### src/rtl/ritc_ctrl_pkg.sv
// Shared constants, state encoding and frame builder for the bit_control arbiter.
// Build option RITC_CTRL_PARITY_EN inserts an even-parity bit ahead of the stop bit.
package ritc_ctrl_pkg;

  localparam int CMD_W   = 14;
  localparam int CH_LSB  = 11;
  localparam int BIT_LSB = 7;
  localparam int DLY_LSB = 2;
  localparam int LOAD    = 1;
  localparam int SLIP    = 0;

  localparam int FRAME_LEN_BASE   = 16;
  localparam int FRAME_LEN_PARITY = 17;
`ifdef RITC_CTRL_PARITY_EN
  localparam bit PARITY_EN = 1'b1;
`else
  localparam bit PARITY_EN = 1'b0;
`endif
  localparam int FRAME_LEN = PARITY_EN ? FRAME_LEN_PARITY : FRAME_LEN_BASE;

  localparam logic [2:0] CH_ILLEGAL_A = 3'd3;
  localparam logic [2:0] CH_ILLEGAL_B = 3'd7;

  typedef enum logic [1:0] {FLUSH, IDLE, SHIFT, GUARD} state_t;
  typedef enum logic {GNT_USER, GNT_TRAIN} grant_t;

  function automatic logic ch_illegal(input logic [CMD_W-1:0] cmd);
    logic [2:0] ch;
    ch = cmd[CH_LSB +: 3];
    return (ch == CH_ILLEGAL_A) || (ch == CH_ILLEGAL_B);
  endfunction

  function automatic logic [FRAME_LEN-1:0] build_frame(input logic [CMD_W-1:0] cmd);
    logic [CMD_W-1:0] payload;
    payload = {cmd[CH_LSB +: 3], cmd[BIT_LSB +: 4], cmd[DLY_LSB +: 5], cmd[LOAD], cmd[SLIP]};
`ifdef RITC_CTRL_PARITY_EN
    return {1'b1, payload, ^payload, 1'b1};
`else
    return {1'b1, payload, 1'b1};
`endif
  endfunction

endpackage

### src/rtl/ritc_bit_control_arbiter_if.sv
// Request/command/ack handshake for the user and training requesters.
interface ritc_bit_control_arbiter_if;
  import ritc_ctrl_pkg::*;

  logic             user_req_i;
  logic [CMD_W-1:0] user_cmd_i;
  logic             user_ack_o;
  logic             train_req_i;
  logic [CMD_W-1:0] train_cmd_i;
  logic             train_ack_o;

  modport master (
    output user_req_i, user_cmd_i, train_req_i, train_cmd_i,
    input  user_ack_o, train_ack_o
  );

  modport slave (
    input  user_req_i, user_cmd_i, train_req_i, train_cmd_i,
    output user_ack_o, train_ack_o
  );
endinterface

### src/rtl/ritc_ctrl_frame_shifter.sv
// MSB-first serializer for one bit_control frame; done is high while the stop bit is on the line.
module ritc_ctrl_frame_shifter
  import ritc_ctrl_pkg::*;
(
  input  logic                 clk,
  input  logic                 rst,
  input  logic                 load,
  input  logic [FRAME_LEN-1:0] frame,
  output logic                 ser,
  output logic                 done
);

  localparam int CNT_W = $clog2(FRAME_LEN);

  logic [FRAME_LEN-1:0] sr;
  logic [CNT_W-1:0]     bit_cnt;
  logic                 active;

  // Zeros shift in behind the frame, so the line idles low with no extra mux.
  always_ff @(posedge clk or posedge rst) begin
    if (rst) begin
      sr      <= '0;
      bit_cnt <= '0;
      active  <= 1'b0;
    end else if (load) begin
      sr      <= frame;
      bit_cnt <= CNT_W'(FRAME_LEN - 1);
      active  <= 1'b1;
    end else if (active) begin
      sr <= {sr[FRAME_LEN-2:0], 1'b0};
      if (bit_cnt == '0) active <= 1'b0;
      else bit_cnt <= bit_cnt - 1'b1;
    end
  end

  assign ser  = sr[FRAME_LEN-1];
  assign done = active && (bit_cnt == '0);

endmodule

### src/rtl/ritc_bit_control_arbiter.sv
// Round-robin arbiter between user and training requesters driving the serial bit_control line.
// Build option RITC_CTRL_PARITY_EN selects the 17-bit parity frame (see ritc_ctrl_pkg).
module ritc_bit_control_arbiter
  import ritc_ctrl_pkg::*;
#(
  parameter int GUARD_CYCLES = 2,
  parameter int FLUSH_CYCLES = 20
) (
  input  logic                       clk_i,
  input  logic                       rst_i,
  ritc_bit_control_arbiter_if.slave  bus,
  output logic                       ctrl_o,
  output logic                       busy_o,
  output logic                       err_o,
  output logic [15:0]                frame_count_o
);

  state_t         state;
  grant_t         last_grant;
  logic [7:0]     flush_cnt;
  logic [3:0]     guard_cnt;
  logic [15:0]    frame_cnt;
  logic           user_ack, train_ack, err, busy;

  logic                 req_any, pick_user, sel_illegal, load, shift_done;
  logic [CMD_W-1:0]     sel_cmd;
  logic [FRAME_LEN-1:0] frame_in;

  always_comb begin
    req_any     = bus.user_req_i | bus.train_req_i;
    pick_user   = bus.user_req_i & (~bus.train_req_i | (last_grant == GNT_TRAIN));
    sel_cmd     = pick_user ? bus.user_cmd_i : bus.train_cmd_i;
    sel_illegal = ch_illegal(sel_cmd);
    load        = (state == IDLE) & req_any & ~sel_illegal;
    frame_in    = build_frame(sel_cmd);
  end

  ritc_ctrl_frame_shifter u_shifter (
    .clk   (clk_i),
    .rst   (rst_i),
    .load  (load),
    .frame (frame_in),
    .ser   (ctrl_o),
    .done  (shift_done)
  );

  // The IDLE sampling cycle is itself a low cycle, so GUARD holds GUARD_CYCLES-1 cycles.
  always_ff @(posedge clk_i or posedge rst_i) begin
    if (rst_i) begin
      state      <= FLUSH;
      last_grant <= GNT_TRAIN;
      flush_cnt  <= 8'(FLUSH_CYCLES - 1);
      guard_cnt  <= '0;
      frame_cnt  <= '0;
      user_ack   <= 1'b0;
      train_ack  <= 1'b0;
      err        <= 1'b0;
      busy       <= 1'b1;
    end else begin
      user_ack  <= 1'b0;
      train_ack <= 1'b0;
      err       <= 1'b0;
      case (state)
        FLUSH: begin
          if (flush_cnt == '0) begin
            state <= IDLE;
            busy  <= 1'b0;
          end else begin
            flush_cnt <= flush_cnt - 1'b1;
          end
        end
        IDLE: begin
          if (req_any) begin
            last_grant <= pick_user ? GNT_USER : GNT_TRAIN;
            user_ack   <= pick_user;
            train_ack  <= ~pick_user;
            if (sel_illegal) begin
              err <= 1'b1;
            end else begin
              state <= SHIFT;
              busy  <= 1'b1;
            end
          end
        end
        SHIFT: begin
          if (shift_done) begin
            frame_cnt <= frame_cnt + 1'b1;
            if (GUARD_CYCLES == 1) begin
              state <= IDLE;
              busy  <= 1'b0;
            end else begin
              state     <= GUARD;
              guard_cnt <= 4'(GUARD_CYCLES - 2);
            end
          end
        end
        GUARD: begin
          if (guard_cnt == '0) begin
            state <= IDLE;
            busy  <= 1'b0;
          end else begin
            guard_cnt <= guard_cnt - 1'b1;
          end
        end
        default: state <= FLUSH;
      endcase
    end
  end

  assign bus.user_ack_o  = user_ack;
  assign bus.train_ack_o = train_ack;
  assign busy_o          = busy;
  assign err_o           = err;
  assign frame_count_o   = frame_cnt;

endmodule

### src/flat_wrapper.sv
// flat-port wrapper written by rule: the top's interface ports become plain ports
module ritc_bit_control_arbiter_flat import ritc_ctrl_pkg::*;
#(
  parameter int GUARD_CYCLES = 2,
  parameter int FLUSH_CYCLES = 20
)
  (clk_i, rst_i, ctrl_o, busy_o, err_o, frame_count_o, bus_user_req_i, bus_user_cmd_i, bus_train_req_i, bus_train_cmd_i, bus_user_ack_o, bus_train_ack_o);
  ritc_bit_control_arbiter_if bus_i ();
  input  logic clk_i;
  input  logic rst_i;
  output logic ctrl_o;
  output logic busy_o;
  output logic err_o;
  output logic [15:0] frame_count_o;
  input wire logic [$bits(bus_i.user_req_i)-1:0] bus_user_req_i;
  input wire logic [$bits(bus_i.user_cmd_i)-1:0] bus_user_cmd_i;
  input wire logic [$bits(bus_i.train_req_i)-1:0] bus_train_req_i;
  input wire logic [$bits(bus_i.train_cmd_i)-1:0] bus_train_cmd_i;
  output wire logic [$bits(bus_i.user_ack_o)-1:0] bus_user_ack_o;
  output wire logic [$bits(bus_i.train_ack_o)-1:0] bus_train_ack_o;
  assign bus_i.user_req_i = bus_user_req_i;
  assign bus_i.user_cmd_i = bus_user_cmd_i;
  assign bus_i.train_req_i = bus_train_req_i;
  assign bus_i.train_cmd_i = bus_train_cmd_i;
  assign bus_user_ack_o = bus_i.user_ack_o;
  assign bus_train_ack_o = bus_i.train_ack_o;
  ritc_bit_control_arbiter #(.GUARD_CYCLES(GUARD_CYCLES), .FLUSH_CYCLES(FLUSH_CYCLES)) u_core (.clk_i(clk_i), .rst_i(rst_i), .bus(bus_i), .ctrl_o(ctrl_o), .busy_o(busy_o), .err_o(err_o), .frame_count_o(frame_count_o));
endmodule
### config.mk
export PLATFORM = sky130hd
export DESIGN_NAME = ritc_bit_control_arbiter_flat
export DESIGN_NICKNAME = d
export VERILOG_FILES = /design/src/rtl/ritc_ctrl_pkg.sv /design/src/rtl/ritc_bit_control_arbiter_if.sv /design/src/rtl/ritc_ctrl_frame_shifter.sv /design/src/rtl/ritc_bit_control_arbiter.sv /design/src/flat_wrapper.sv
export SDC_FILE = /design/constraint.sdc
export NUM_CORES = 1
export LEC_CHECK = 0
export CORE_MARGIN = 2
export CORE_UTILIZATION = 30
export CTS_BUF_LIST = sky130_fd_sc_hd__clkbuf_8
export DETAILED_ROUTE_END_ITERATION = 10
export MAX_ROUTING_LAYER = met4
export PLACE_DENSITY_LB_ADDON = 0.2
export SYNTH_ARGS = -nofsm -noshare
export SYNTH_HDL_FRONTEND = slang
export SYNTH_SLANG_ARGS = --single-unit
### constraint.sdc
create_clock -name clk_i -period 3.4 [get_ports clk_i]
set_input_delay 0.68 -clock clk_i [delete_from_list [all_inputs] [get_ports clk_i]]
set_output_delay 0.68 -clock clk_i [all_outputs]
set_load 0.03 [all_outputs]
==> flow_metrics.tcl, run 1 <==
set metrics [dict create \
    syn_nets 292 \
    path_class "input port to flop" \
    r2r_slack_ps 1180 \
    cp_cell_sequence "clkdlybuf4s50_1 -> nand2b_1 -> nand2_2 -> mux2i_1 -> nor2_2 -> mux2i_1" \
    place.gp.congestion 0.814 \
    r2r-start "u_core.state[1]" \
    yosys.area_share.simple 0.135 \
    cts_made_buffers 5 \
    initialDrtViolationCount 55 \
    fin_crit_ps 2360 \
    core-area_mm2 0.00920 \
    tightest_slew_ps 910 \
    yosys.cell_types.count 42 \
    cts.reportedPaths.clkPinSlew_ps 100 \
    path_max_fanout 14 \
    ys_ff_latch 56 \
    critPathBufInv 1 \
    hold_start "u_core.guard_cnt[0]" \
    antenna_cells 0 \
    min_path_type "flop to flop" \
    routed_wl_mm 5.36 \
    post-route-period-util 0.695 \
    grt-ovfl-total 0 \
    nets 348 \
    wl_per_cell_um 12.8 \
    worstPathRequired_ps 3640 \
    slew_viol_final 0 \
    hold_path_end "u_core.guard_cnt[0]" \
    vias_per_cell 4.62 \
    pre_cts_slack_ps 667 \
    finalSetupTns_ps 0 \
    crit_slowest_cell "nor2_2" \
    synth_area_per_cell_um2 11.4 \
    synth_mux_area_frac 0.167 \
    grt_use_met3 0.0222 \
    end_kind "flop" \
    num_io_pins 53 \
    syn_area_mm2 0.00283 \
    vias 1927 \
    grt_util_met2 0.184 \
    syn_inst 249 \
    drtPass1Iterations 4 \
    rows 35 \
    peakVddDrop_mv 0.225 \
    critPathLaunchType "input port" \
    crit_top_cell "mux2i_1" \
    synth_fa_ha_area_frac 0.0487 \
    tritoncts "done" \
    rsz0062_at_grt "false" \
    final_common_cell "clkdlybuf4s50_1" \
    post_cts_resized 0 \
    synth_edf_count 0 \
    whs_path_depth 1 \
    grt_first_pass_wirelength_mm 9.26 \
    setup_ws_ps 1040 \
    synth_xor_area_frac 0.0775 \
    yosys_warnings 0 \
    final_cell_mix "clkdlybuf4s50_1, dfrtp_1, mux2i_1" \
    status "finished, final reports clean" \
    synth_top_family_by_area "multiplexers" \
    antenna_found_initial 0 \
    cts_post_setup_buffers_inserted 0 \
    top_usage_layer "met2" \
    grtUsageTotal 0.118 \
    grtUsageMet1 0.156 \
    drc 0 \
    area_growth_pct 26.8 \
    clk_latency_ps 320 \
    drive_above_1_share 0.0817 \
    synth_ff_type "dfrtp_1" \
    clockBufferDepth 2 \
    dp_hpwl_mm 3.99 \
    cp_slowest_stage_delay_ps 750 \
    grt_pass1_vias 1912 \
    cp_top_family "simple AND/OR/NAND/NOR gates" \
    async_flop_share 1.00 \
    port_buffers 52 \
    fin_skew_ps 9.17 \
    grt_max_degree 35 \
    dieWidth_um 101 \
    die_y_um 101 \
    seq_area_frac_synth 0.498 \
    clock-root-buffer "clkbuf_8" \
    r2r_cells 5 \
    hold_viol 0 \
    p_leak_uw 0.00174 \
    cts_sinks 56 \
    drv_cap 0 \
    antenna_left 0 \
    power.density_mw_per_mm2 575 \
    relSlewSlack 0.393 \
    arrival_ps 2610 \
    start_util 0.307 \
    fmax_mhz 423 \
    holdBufCountCts 0 \
    rr_endpoint "u_core.u_shifter.sr[4]" \
    cts_htree_levels 2 \
    setup_violations 0 \
    synth_compound_area_frac 0.0456 \
    die-area_mm2 0.0102 \
]
==> report_power, final <==
part           switching [µW]  total (µW)  internal (µW)
clock                     230         377            147
combinational             385         746            361
sequential               99.7         937            837
==> synthesized netlist by cell type (3+ instances only) <==
master,instances,area share
mux2i_1,45,0.16
xnor2_1,15,0.046
dfstp_2,5,0.046
and3_1,6,0.013
xor2_1,10,0.031
inv_1,14,0.019
nor2_1,11,0.015
o21ai_0,5,0.0089
nand2_1,20,0.027
nor4_1,4,0.0089
nand2b_1,3,0.0066
clkbuf_1,4,0.0053
nor2b_1,4,0.0089
a21oi_1,5,0.0089
nand3_1,6,0.011
ha_1,11,0.049
dfrtp_1,51,0.45
==> layout make-up <==
type	instances	area (µm²)
Fill cell	906	5610
Multi-Input combinational cell	173	1340
Inverter	14	52.6
Timing Repair Buffer	55	556
Clock buffer	5	68.8
Clock inverter	3	21.3
Sequential cell	56	1410
Tap cell	111	139
==> metal layers <==
layer | wire length [µm] | vias to the layer above | part of all wire
met2 | 2480 | 39 | 0.46
met1 | 2590 | 912 | 0.48
li1 | - | 968 | -
met4 | 76 | 0 | 0.014
met3 | 209 | 8 | 0.039
met5 | 0 | - | 0
==> flip-flops by register name (all words and copies together) (netlist names), 2 cells and up <==
| name | flops |
|---|---|
| u_core.flush_cnt | 8 |
| u_core.frame_count_o | 16 |
| u_core.guard_cnt | 4 |
| u_core.state | 2 |
| u_core.u_shifter.bit_cnt | 4 |
| u_core.u_shifter.sr | 16 |
==> per-stage QoR <==
stage / instances / power [µW] / area (µm²) / util / hold slack, ps
6_report: 417 / 2060 / 3580 / 0.390 / 470
3_3_place_gp: 409 / 1700 / 3490 / 0.380 / 457
3_5_place_dp: 409 / 1710 / 3490 / 0.380 / 462
2_1_floorplan: 249 / 1490 / 2830 / - / 439
5_1_grt: 417 / 2220 / 3580 / 0.390 / 493
4_1_cts: 417 / 2090 / 3580 / 0.390 / 476
==> how the worst max path moves through the flow <==
stage / startpoint / to / cells past startpoint
finish: bus_train_req_i / u_core.u_shifter.sr[4] / 6
global route: bus_train_req_i / u_core.u_shifter.sr[12] / 6
CTS: bus_train_req_i / u_core.u_shifter.sr[4] / 6
detailed placement: bus_train_req_i / u_core.u_shifter.sr[4] / 6
global placement: bus_train_req_i / u_core.u_shifter.sr[6] / 6
floorplan: rst_i / u_core.bus.train_ack_o / 1
==> kinds of logic after synthesis <==
group                    Yosys count
buffers and inverters             20
multiplexers                      47
AO/OA/AOI/OAI                     19
flip-flops                        56
adder cells (fa/ha/maj)           11
XOR/XNOR                          25
AND/OR/NAND/NOR                   71
Power figures use the tool's default switching activity.
==> run 2: changes to the inputs <==
==> constraint.sdc (replaced) <==
create_clock -name clk_i -period 2.1 [get_ports clk_i]
set_input_delay 0.42 -clock clk_i [delete_from_list [all_inputs] [get_ports clk_i]]
set_output_delay 0.42 -clock clk_i [all_outputs]
set_load 0.03 [all_outputs]
==> flow_metrics.tcl, run 2 (synthesis gave the netlist of run 1 again) <==
set metrics [dict create \
    hold_viol 0 \
    finalSetupTns_ps 0 \
    arrival_ps 2190 \
    fin_skew_ps 8.35 \
    cts_sinks 56 \
    final_cell_mix "clkdlybuf4s50_1, dfrtp_1, mux2i_1" \
    fmax_mhz 501 \
    pwr-share-seq 0.428 \
    r2r_slack_ps 100 \
    power.density_mw_per_mm2 965 \
    nets 357 \
    hold_ws_ps 403 \
    final_common_cell "clkdlybuf4s50_1" \
    clock-root-buffer "clkbuf_8" \
    p_comb_frac 0.361 \
    slew_viol_final 0 \
    grt_max_degree 22 \
    cts_htree_levels 2 \
    drtPass1Iterations 4 \
    drive_above_1_share 0.114 \
    die_y_um 101 \
    path_max_fanout 5 \
    core-area_mm2 0.00920 \
    crit_path_start "u_core.flush_cnt[0]" \
    p_sw_frac 0.329 \
    grt_pass1_vias 1924 \
    grt_use_met3 0.0243 \
    rr_endpoint "u_core.state[1]" \
    initialDrtViolationCount 98 \
    tightest_slew_ps 466 \
    status "finished, final reports clean" \
    grtUsageMet1 0.167 \
    dieWidth_um 101 \
    rsz0062_at_grt "false" \
    antenna_found_initial 0 \
    holdBufCountCts 0 \
    num_io_pins 53 \
    post-route-period-util 0.951 \
    start_util 0.307 \
    wl_per_cell_um 13.2 \
    p_leak_uw 0.00181 \
    setup_violations 0 \
    vias_per_cell 4.57 \
    cts_made_buffers 5 \
    antenna_left 0 \
    vias 1945 \
    grt_util_met2 0.184 \
    dp_hpwl_mm 4.16 \
    routed_wl_mm 5.64 \
    end_kind "flop" \
    antenna_cells 0 \
    place.gp.congestion 0.797 \
    die-area_mm2 0.0102 \
    grt-ovfl-total 0 \
    clk_latency_ps 310 \
    worstPathRequired_ps 2290 \
    drc 0 \
    fin_crit_ps 2000 \
    grtUsageTotal 0.123 \
    drv_cap 0 \
    rows 35 \
    tritoncts "done" \
    crit_end "u_core.state[1]" \
    power.switching_uw 1170 \
    relSlewSlack 0.686 \
    cts.reportedPaths.clkPinSlew_ps 100 \
    r2r_cells 7 \
    critPathLaunchType "flop" \
    r2r-start "u_core.flush_cnt[0]" \
    area_growth_pct 30.7 \
    grt_first_pass_wirelength_mm 9.56 \
    min_path_type "input port to async pin" \
    peakVddDrop_mv 0.466 \
    p_int_uw 2390 \
    port_buffers 52 \
    power_uw 3560 \
    clockBufferDepth 2 \
    top_usage_layer "met2" \
    path_class "flop to flop" \
    clockPowerShare 0.211 \
]
[run 2: cell types whose count changed in the layout (fill, tap and decap cells not counted)]
cell / previous run / this run
buf_4: 2 / 10
inv_1: 13 / 11
inv_2: 1 / 3
buf_12: 1 / 2
bufinv_16: 0 / 1
clkbuf_8: 5 / 6
clkinv_2: 1 / 0
clkinv_4: 0 / 1
clkinvlp_4: 1 / 0
inv_6: 1 / 0
[run 2: what timing repair did]
item                                    CTS  global route
resized for setup                         0             2
endpoints found under the setup margin    0             1
buffers inserted                          0             0
[run 2: worst min-delay path by stage]
stage                              from                  endpoint  slack, ps  cells past startpoint
3_5_place_dp   u_core.frame_count_o[15]  u_core.frame_count_o[15]        460                      1
4_1_cts                           rst_i   u_core.frame_count_o[3]        410                      2
6_report                          rst_i   u_core.frame_count_o[3]        400                      2
5_1_grt                           rst_i   u_core.frame_count_o[3]        440                      2
2_1_floorplan       u_core.flush_cnt[6]       u_core.flush_cnt[6]        440                      1
3_3_place_gp   u_core.frame_count_o[15]  u_core.frame_count_o[15]        460                      1
[run 2: power groups by stage]
| stage | combinational, µW | sequential, µW | clock [µW] |
|---|---|---|---|
| 6_report | 1290 | 1530 | 751 |
| 5_1_grt | 1430 | 1560 | 829 |
| 4_1_cts | 1310 | 1530 | 785 |
| 3_5_place_dp | 1310 | 1550 | 0 |
| 3_3_place_gp | 1280 | 1550 | 0 |
| 2_1_floorplan | 828 | 1580 | 0 |
[run 2: final cells by class]
type	count	area (µm²)
fillers	899	5500
flip-flops and latches	56	1410
multi-input cells	173	1340
repair buffers	64	636
well taps	111	139
clock buffers	6	82.6
inverters	14	52.6
clock inverters	2	38.8
[run 2: through the flow]
step | area (µm²) | util | cells | setup WS, ps
floorplan | 2830 | - | 249 | 81.2
finish | 3690 | 0.402 | 426 | 103
global route | 3690 | 0.402 | 426 | 13.1
CTS | 3690 | 0.402 | 426 | 79.5
detailed placement | 3570 | 0.389 | 418 | 55.3
global placement | 3570 | 0.389 | 418 | 73.0
[run 2: worst max-delay path: stages, from the launching register on]
cell      delay, ps
dfstp_2         410
inv_2            60
ha_1            120
or4b_4          460
o21ai_4         160
nand3_2         100
a211oi_2        210
mux2_1          350
[run 2: per-layer routing]
layer  up-vias  routed length, µm  part of all wire
li1        988                  -                 -
met1       922               2780              0.49
met2        30               2580              0.46
met3         5                206             0.037
met4         0                 70             0.012
met5         -                  0                 0
